$ cat src/rtl/accel_cmd_pkg.sv
// Shared opcodes, sequencer state encodings and channel-mask bit positions.
// Also used by the command decoder so both sides agree on the opcode map.
package accel_cmd_pkg;

   localparam logic [7:0] OP_LOAD  = 8'h00;
   localparam logic [7:0] OP_CONV  = 8'h10;
   localparam logic [7:0] OP_WRITE = 8'h20;
   localparam logic [7:0] OP_PRINT = 8'h40;
   localparam logic [7:0] OP_END   = 8'h80;

   localparam int CH_R = 0;
   localparam int CH_L = 1;

   typedef enum logic [2:0] {
      ST_IDLE  = 3'd0,
      ST_LOAD  = 3'd1,
      ST_CONV  = 3'd2,
      ST_WRITE = 3'd3,
      ST_PRINT = 3'd4,
      ST_FIN   = 3'd5
   } state_e;

   // Opcode shown while in state s; the low nibble carries the channel mask.
   function automatic logic [7:0] cmd_of(state_e s, logic [1:0] m);
      logic [7:0] mm;
      mm = {6'b0, m};
      unique case (s)
         ST_LOAD:  cmd_of = OP_LOAD  | mm;
         ST_CONV:  cmd_of = OP_CONV  | mm;
         ST_WRITE: cmd_of = OP_WRITE | mm;
         ST_PRINT: cmd_of = OP_PRINT | mm;
         default:  cmd_of = OP_END;
      endcase
   endfunction

endpackage

$ cat src/rtl/conv_cmd_sequencer_phase_counter.sv
// Reloadable phase-length counter; last flags the final cycle of a phase.
// A clear always wins over an increment.
module phase_counter #(
   parameter int CNT_W = 16
) (
   input  logic             clk,
   input  logic             reset,
   input  logic             clr,
   input  logic             en,
   input  logic [CNT_W-1:0] limit,
   output logic             last
);

   logic [CNT_W-1:0] cnt_q;

   always_ff @(posedge clk) begin
      if (reset || clr) begin
         cnt_q <= '0;
      end else if (en) begin
         cnt_q <= cnt_q + CNT_W'(1);
      end
   end

   assign last = (cnt_q == limit);

endmodule

$ cat src/rtl/conv_cmd_sequencer.sv
// Job sequencer: LOAD -> CONV -> WRITE -> PRINT -> FIN on the masked channels.
// Outputs are registered decodes of the next state.
module conv_cmd_sequencer
   import accel_cmd_pkg::*;
#(
   parameter int LOAD_CYC  = 4,
   parameter int CONV_CYC  = 9,
   parameter int WRITE_CYC = 9,
   parameter int PRINT_CYC = 9,
   parameter int CNT_W     = 16
) (
   input  logic       clk,
   input  logic       reset,
   input  logic       start,
   input  logic [1:0] ch_mask,
   input  logic       hold,
   input  logic       abort,
   output logic [7:0] command,
   output logic       busy,
   output logic       done,
   output logic       reject,
   output logic [2:0] phase
);

   state_e           state_q, state_d;
   logic [1:0]       mask_q, mask_d;
   logic [7:0]       command_q;
   logic             busy_q, done_q, reject_q;
   logic             done_d, reject_d;
   logic             cnt_clr, cnt_en, cnt_last;
   logic [CNT_W-1:0] limit;

   always_comb begin
      unique case (state_q)
         ST_LOAD:  limit = CNT_W'(LOAD_CYC - 1);
         ST_CONV:  limit = CNT_W'(CONV_CYC - 1);
         ST_WRITE: limit = CNT_W'(WRITE_CYC - 1);
         ST_PRINT: limit = CNT_W'(PRINT_CYC - 1);
         default:  limit = '0;
      endcase
   end

   phase_counter #(.CNT_W(CNT_W)) u_cnt (
      .clk   (clk),
      .reset (reset),
      .clr   (cnt_clr),
      .en    (cnt_en),
      .limit (limit),
      .last  (cnt_last)
   );

   always_comb begin
      state_d  = state_q;
      mask_d   = mask_q;
      cnt_clr  = 1'b0;
      cnt_en   = 1'b0;
      done_d   = 1'b0;
      reject_d = 1'b0;
      if (abort) begin
         state_d = ST_IDLE;
         mask_d  = '0;
         cnt_clr = 1'b1;
      end else begin
         unique case (state_q)
            ST_IDLE: begin
               if (start && ch_mask != 2'b00) begin
                  mask_d  = ch_mask;
                  state_d = ST_LOAD;
                  cnt_clr = 1'b1;
               end else if (start) begin
                  reject_d = 1'b1;
               end
            end
            ST_LOAD, ST_CONV, ST_WRITE, ST_PRINT: begin
               if (!hold && cnt_last) begin
                  cnt_clr = 1'b1;
                  unique case (state_q)
                     ST_LOAD:  state_d = ST_CONV;
                     ST_CONV:  state_d = ST_WRITE;
                     ST_WRITE: state_d = ST_PRINT;
                     default: begin
                        state_d = ST_FIN;
                        done_d  = 1'b1;
                     end
                  endcase
               end else if (!hold) begin
                  cnt_en = 1'b1;
               end
            end
            ST_FIN: begin
               state_d = ST_IDLE;
               mask_d  = '0;
            end
            default: begin
               state_d = ST_IDLE;
               mask_d  = '0;
               cnt_clr = 1'b1;
            end
         endcase
      end
   end

   always_ff @(posedge clk) begin
      if (reset) begin
         state_q   <= ST_IDLE;
         mask_q    <= '0;
         command_q <= OP_END;
         busy_q    <= 1'b0;
         done_q    <= 1'b0;
         reject_q  <= 1'b0;
      end else begin
         state_q   <= state_d;
         mask_q    <= mask_d;
         command_q <= cmd_of(state_d, mask_d);
         busy_q    <= (state_d inside {ST_LOAD, ST_CONV, ST_WRITE, ST_PRINT});
         done_q    <= done_d;
         reject_q  <= reject_d;
      end
   end

   assign command = command_q;
   assign busy    = busy_q;
   assign done    = done_q;
   assign reject  = reject_q;
   assign phase   = state_q;

endmodule

$ cat config.mk
export PLATFORM = sky130hd
export DESIGN_NAME = conv_cmd_sequencer
export DESIGN_NICKNAME = d
export VERILOG_FILES = /design/src/rtl/accel_cmd_pkg.sv /design/src/rtl/conv_cmd_sequencer_phase_counter.sv /design/src/rtl/conv_cmd_sequencer.sv
export SDC_FILE = /design/constraint.sdc
export NUM_CORES = 1
export LEC_CHECK = 0
export ABC_AREA = 0
export CELL_PAD_IN_SITES_DETAIL_PLACEMENT = 0
export CELL_PAD_IN_SITES_GLOBAL_PLACEMENT = 1
export CORE_MARGIN = 3
export CORE_UTILIZATION = 30
export DETAILED_ROUTE_END_ITERATION = 10
export GPL_TIMING_DRIVEN = 0
export PLACE_DENSITY = 0.68
export SLEW_MARGIN = 20
export SYNTH_ARGS = -nofsm -noshare
export SYNTH_HDL_FRONTEND = slang
export SYNTH_SLANG_ARGS = --single-unit
$ cat constraint.sdc
create_clock -name clk -period 2.3 [get_ports clk]
set_clock_uncertainty 0.05 [all_clocks]
set_input_delay 0.46 -clock clk [delete_from_list [all_inputs] [get_ports clk]]
set_output_delay 0.46 -clock clk [all_outputs]
set_load 0.005 [all_outputs]
# Word level (Yosys, flattened, before mapping)
# Cells that the tools add are included.
# totals
regBits	32
inputBits	7
out_inout_bits	14
# classes
n_bitwise	3
n_mux	20
eq_ne	10
n_addsub	1
n_reduce_logical	12
# op_table
operator	n
8-bit case mux with 4 select lines	1
16-bit by 1-bit adder with 16-bit output (second input constant)	1
16-bit by 4-bit == test with 1-bit output	1
3-bit by 2-bit == test with 1-bit output (second input constant)	4
4-bit OR reduction	3
3-bit == test (second input constant)	3
1-bit two-way mux	9
3-bit two-way mux	3
3-bit case mux with 3 select lines	1
4-bit case mux with 2 select lines	1
3-bit by 1-bit == test with 1-bit output (second input constant)	2
3-bit case mux with 2 select lines	1
3-bit OR reduction	2
2-bit two-way mux	2
2-bit case mux with 2 select lines	1
4-bit nonzero test	1
3-bit logical NOT	1
1-bit NOT	3
1-bit case mux with 3 select lines	1
1-bit logical AND	2
2-bit nonzero test	1
1-bit logical NOT	1
1-bit logical OR	1

# Logic depth before layout (Yosys ltp)
# logic_depth
ltp_word	10
depth_mapped	8
depth_no_buf	6

# By module
# Synthesis repeated with hierarchy kept, for this count alone.
# hier_totals
cells_unflattened	181
hier_area_um2	1612.8
# modules_own_cells
module	seq_area_each_um2	cells_per_inst	instances	area_per_inst_um2
phase_counter	320.3	104	1	905.9
conv_cmd_sequencer	280.3	77	1	706.9

# Worst setup path before layout
# No wires, ideal clock.
# synth_timing
kind	register -> register
startpoint	register state_q[0], in the netlist phase[0]
endpoint	register state_q[2], in the netlist phase[2]
stages_incl_launch_ff	9
path_buffers	2
t_arrival_ps	2052
setup_time_ps	67
setup_slack_ps	131
t_required_ps	2183
cell_sequence	dfxtp_1 -> buf_2 -> nor4b_2 -> nand4_1 -> nor4b_4 -> o21bai_2 -> buf_6 -> or4b_4 -> a21oi_2
# synth_via
elab_chain_len	8
elab_cells_between_ends	14
classes_between	5 x eq/ne; 5 x mux; 4 x reduce/logical
# synth_lines
element	line_no	rtl
start, declared	conv_cmd_sequencer.sv:25	state_e state_q, state_d;
start signal, assigned	conv_cmd_sequencer.sv:112	state_q <= state_d;
3-bit by 2-bit == test with 1-bit output or 3-bit == test (tied branches)	conv_cmd_sequencer.sv:34, conv_cmd_sequencer.sv:64, conv_cmd_sequencer.sv:77	
3-bit OR reduction (no line)	n/a	
4-bit case mux with 2 select lines	conv_cmd_sequencer.sv:34	unique case (state_q)
16-bit by 4-bit == test with 1-bit output	conv_cmd_sequencer_phase_counter.sv:24	assign last = (cnt_q == limit);
1-bit logical AND	conv_cmd_sequencer.sv:75	if (!hold && cnt_last) begin
3-bit two-way mux	conv_cmd_sequencer.sv:75	
3-bit case mux with 2 select lines *	conv_cmd_sequencer.sv:64	unique case (state_q)
3-bit two-way mux *	conv_cmd_sequencer.sv:59	if (abort) begin
# Mark *: on every way between the ends. The rest lies on a longest branch, timed or not.
# A chain may end at the register's enable or synchronous reset.

# Final worst setup path
# layout_timing
startpoint	register u_cnt.cnt_q[3]
endpoint	register command_q[6], in the netlist command[6]
# layout_via
elab_chain_len	7
elab_cells_between_ends	10
classes_between	5 x eq/ne; 4 x mux; 1 x reduce/logical
# layout_lines
element	line_no	rtl
start, declared	conv_cmd_sequencer_phase_counter.sv:14	logic [CNT_W-1:0] cnt_q;
start signal, assigned	conv_cmd_sequencer_phase_counter.sv:20	cnt_q <= cnt_q + CNT_W'(1);
16-bit by 4-bit == test with 1-bit output *	conv_cmd_sequencer_phase_counter.sv:24	
1-bit logical AND *	conv_cmd_sequencer.sv:75	
3-bit two-way mux *	conv_cmd_sequencer.sv:75	
3-bit case mux with 2 select lines *	conv_cmd_sequencer.sv:64	
3-bit two-way mux *	conv_cmd_sequencer.sv:59	
3-bit == test, or another cell as far along	accel_cmd_pkg.sv:27	unique case (s)
8-bit case mux with 4 select lines *	accel_cmd_pkg.sv:27	
end signal, assigned	conv_cmd_sequencer.sv:114	command_q <= cmd_of(state_d, mask_d);
end, declared	conv_cmd_sequencer.sv:27	logic [7:0] command_q;
# Marks and branches as above.

==> summary.md <==
| Metric | Value |
|---|---|
| Final Setup Violations | 0 |
| Detailed Routing Iterations Pass 1 | 4 |
| EDFF count, synth | 0 |
| Antenna diode count | 0 |
| Clk_lat worst skew | 0.28 ns |
| Relative slew slack | 66.2% |
| DR vias/cell | 4.58 |
| Synth top area share | 40.3% |
| Post-synth cell types | 43 |
| Pwr Density | 524 nW/um2 |
| Simple-gate share of the synthesized area | 33.1% |
| Fillers | 503 |
| Synth area leaders | dfxtp_1 (40%), nor2_1 (5.8%), xnor2_1 (5.3%) |
| Worst Path Buf+Inv | 2 |
| Area after DPL | 1760 um2 |
| Fin. max-slew vios | 0 |
| RR Startpoint | u_cnt.cnt_q[3] |
| DP Wirelength | 2270 um |
| Most instantiated library cell after synthesis | dfxtp_1 |
| Crit path cell chain | buf_6 -> nor4b_4 -> nand4_1 -> nor4b_4 -> o21bai_2 -> buf_6 -> or4b_4 -> a21oi_2 |
| Switch share | 23.1% |
| Sequential area share after synthesis | 40.3% |
| Vias in the first global route | 1167 |
| Worst VDD drop | 229 uV |
| GR Util All Layers | 11.7% |
| Largest family of logic cells by synthesized area | simple AND/OR/NAND/NOR gates |
| WP data arrival | 2.39 ns |
| Area share of fa/ha/maj cells after synthesis | 0.839% |
| Combinational power share | 9.2% |
| Synth Flop Type | dfxtp_1 |
| Reg2Reg Depth | 8 |
| Fin area | 1930 um2 |
| Core ar. | 4750 um2 |
| Hold EP | u_cnt.cnt_q[7] |
| Initial antenna violation count | 0 |
| Min Hold Slack | 0.466 ns |
| Outcome | completed |
| Critical path type | register to register |
| Seq pwr share | 52.1% |
| # Max-Cap Violations | 0 |
| PortBufs | 18 |
| Yosys warns | 0 |
| CP Capture Type | register |
| Io pins | 21 |
| Root buffer cell | clkbuf_8 |
| Die area | 5850 um2 |
| Worst endpoint required time | 2.47 ns |
| Synthesis-to-layout area growth | 29.6% |
| Hold Path Class | register to register |
| Asr flop ratio synth | 0% |
| DRC | 0 |
| Global-route wire length before repair | 5460 um |
| Num Clock Sinks | 30 |
| Wire length per cell | 11.7 um |
| Post-DRT Antenna Nets | 0 |
| Mean Syn Cell Area | 8.67 um2 |
| CTS H-tree depth | 2 |
| Achievable Freq | 449 MHz |
| Synth Area in Compound Gates | 8.56% |
| Final Util | 40.7% |
| Static leakage | 0.668 nW |
| Net Switching | 234 uW |
| Synth area leader | dfxtp_1 |
| Final #Nets | 211 |
| Crit path launch type | register |
| Initial Utilization | 31.4% |
| CTS tree | yes |
| Final hold viol count | 0 |
| Largest net degree at the start of global routing | 11 |
| Synth Instances | 172 |
| Mux cell area share after synthesis | 2.01% |
| RD Place Congestion | 0.724 |
| Worst path slowest cell | or4b_4 |
| Clock Power Share | 38.7% |
| Hold Path Stages | 2 |
| GRT overflow | 0 |
| Total power draw | 1.01 mW |
| Reg2Reg Setup Slack | 0.07 ns |
| Slowest stage delay, CP | 0.50 ns |
| Slew @ Worst Pin | 0.508 ns |
| Vias | 1236 |
| Width of the die | 76.5 um |
| Die extent in y | 76.5 um |
| Internal | 779 uW |
| #FFs+latches synth | 30 |
| Final wirelength | 3160 um |
| CTS Buf Count | 5 |
| Placement Rows | 25 |
| Iter 0 DRT Violations | 71 |
| RR Endpoint | command[6] |
| Crit-path leading delay family | simple AND/OR/NAND/NOR gates |
| Min-delay src | u_cnt.cnt_q[7] |
| Synth cell count leaders | dfxtp_1 (30), nor2_1 (23), nand2_1 (11), nand3_1 (10), xnor2_1 (9) |
| Crit path max fanout | 10 |
| Clk buf depth | 2 |
| Clk pin slew, worst setup/hold paths | 0.06 ns |
| Synth Cell Area | 1490 um2 |
| Final period utilization | 96.9% |
| Minimum clock period after layout | 2.23 ns |
| Layout cells sized above 1 | 18.2% |
| RSZ-0062 raised after global routing | true |
| Post-Synth XOR/XNOR Area | 9.40% |
## placed cells by master, fill, tap and decap left out, types with 3 or more instances in the layout
master           instances
clkbuf_8                 5
clkbuf_1                 4
inv_1                    3
nor2_1                  23
nand4_1                  6
buf_6                    4
dfxtp_1                 27
dfxtp_2                  3
a21oi_1                  6
xor2_1                   7
mux2i_1                  3
clkdlybuf4s50_1         18
a21oi_2                  3
and3_1                   3
o21ai_0                  5
or3_1                    7
nand2_1                 11
buf_4                    7
nor3_1                   7
nand3_1                 10
xnor2_1                  9
## through the flow
stage	cells	setup slack [ns]	TNS [ns]
detailed placement	258	-0.469	-5.82
finish	270	0.0724	0
CTS	267	0.0135	0
global placement	258	-0.500	-6.32
floorplan	173	0.131	0
global route	270	-0.0663	-0.0930
## per-layer routing
layer  wire [um]  share of wire [%]  track usage, %  vias to the layer above
met5           0                  0               0                        -
met1        1630                 52            16.0                      556
met3         112                3.5            4.02                        6
met4          65                2.1            5.43                        0
li1            -                  -               -                      656
met2        1350                 43            16.4                       18
## worst register-to-register path: cells and delay by family (launching register included)
kind | cells | cell delay [ns]
buffers and inverters | 2 | 0.28
flip-flops | 1 | 0.30
AO/OA/AOI/OAI | 2 | 0.25
AND/OR/NAND/NOR | 4 | 1.27
## power by group through the flow
| stage | clock network [mW] | logic [mW] | registers [mW] |
|---|---|---|---|
| 6_report | 0.392 | 0.0933 | 0.527 |
| 5_1_grt | 0.432 | 0.103 | 0.528 |
| 4_1_cts | 0.408 | 0.0883 | 0.527 |
| 3_5_place_dp | 0 | 0.0832 | 0.538 |
| 3_3_place_gp | 0 | 0.0835 | 0.538 |
| 2_1_floorplan | 0 | 0.0499 | 0.539 |
## flip-flops by register name (all words and copies together), names as in the netlist
name         cells
command          6
phase            3
done             1
mask_q           2
reject           1
u_cnt.cnt_q     16
busy             1
## final cells by class
| class | count | area (um2) | share of cell area [%] |
|---|---|---|---|
| buffer | 11 | 81.3 | 4.21 |
| timing repair buffer | 23 | 218 | 11.3 |
| multi-input combinational | 128 | 855 | 44.2 |
| inverter | 4 | 15.0 | 0.777 |
| sequential | 30 | 604 | 31.3 |
| tap | 67 | 83.8 | 4.34 |
| clock buffer | 7 | 76.3 | 3.95 |
## what timing repair did
item | in CTS | in global routing
hold buffers | 0 | 0
endpoints found under the hold margin | 0 | 0
setup buffers | 2 | 3
endpoints found under the setup margin | 18 | 21
gates resized for setup | 3 | 13
pin swaps | 1 | 5
## kinds of logic after synthesis
kind of cell / count (synthesis)
simple gates: 85
fa+ha+maj: 1
flops: 30
mux: 3
buf+inv: 15
compound gates: 21
xor+xnor: 16
other cells: 1
## how the worst max path moves through the flow
stage	startpoint	end	slack (ns)	cells after the start
6_report	u_cnt.cnt_q[3]	command[6]	0.07	8
5_1_grt	u_cnt.cnt_q[3]	command[6]	-0.07	8
4_1_cts	phase[2]	command[6]	0.01	8
3_5_place_dp	start	u_cnt.cnt_q[14]	-0.47	7
3_3_place_gp	start	u_cnt.cnt_q[13]	-0.50	7
2_1_floorplan	phase[0]	phase[2]	0.13	8
(Power assumes the default switching activity.)
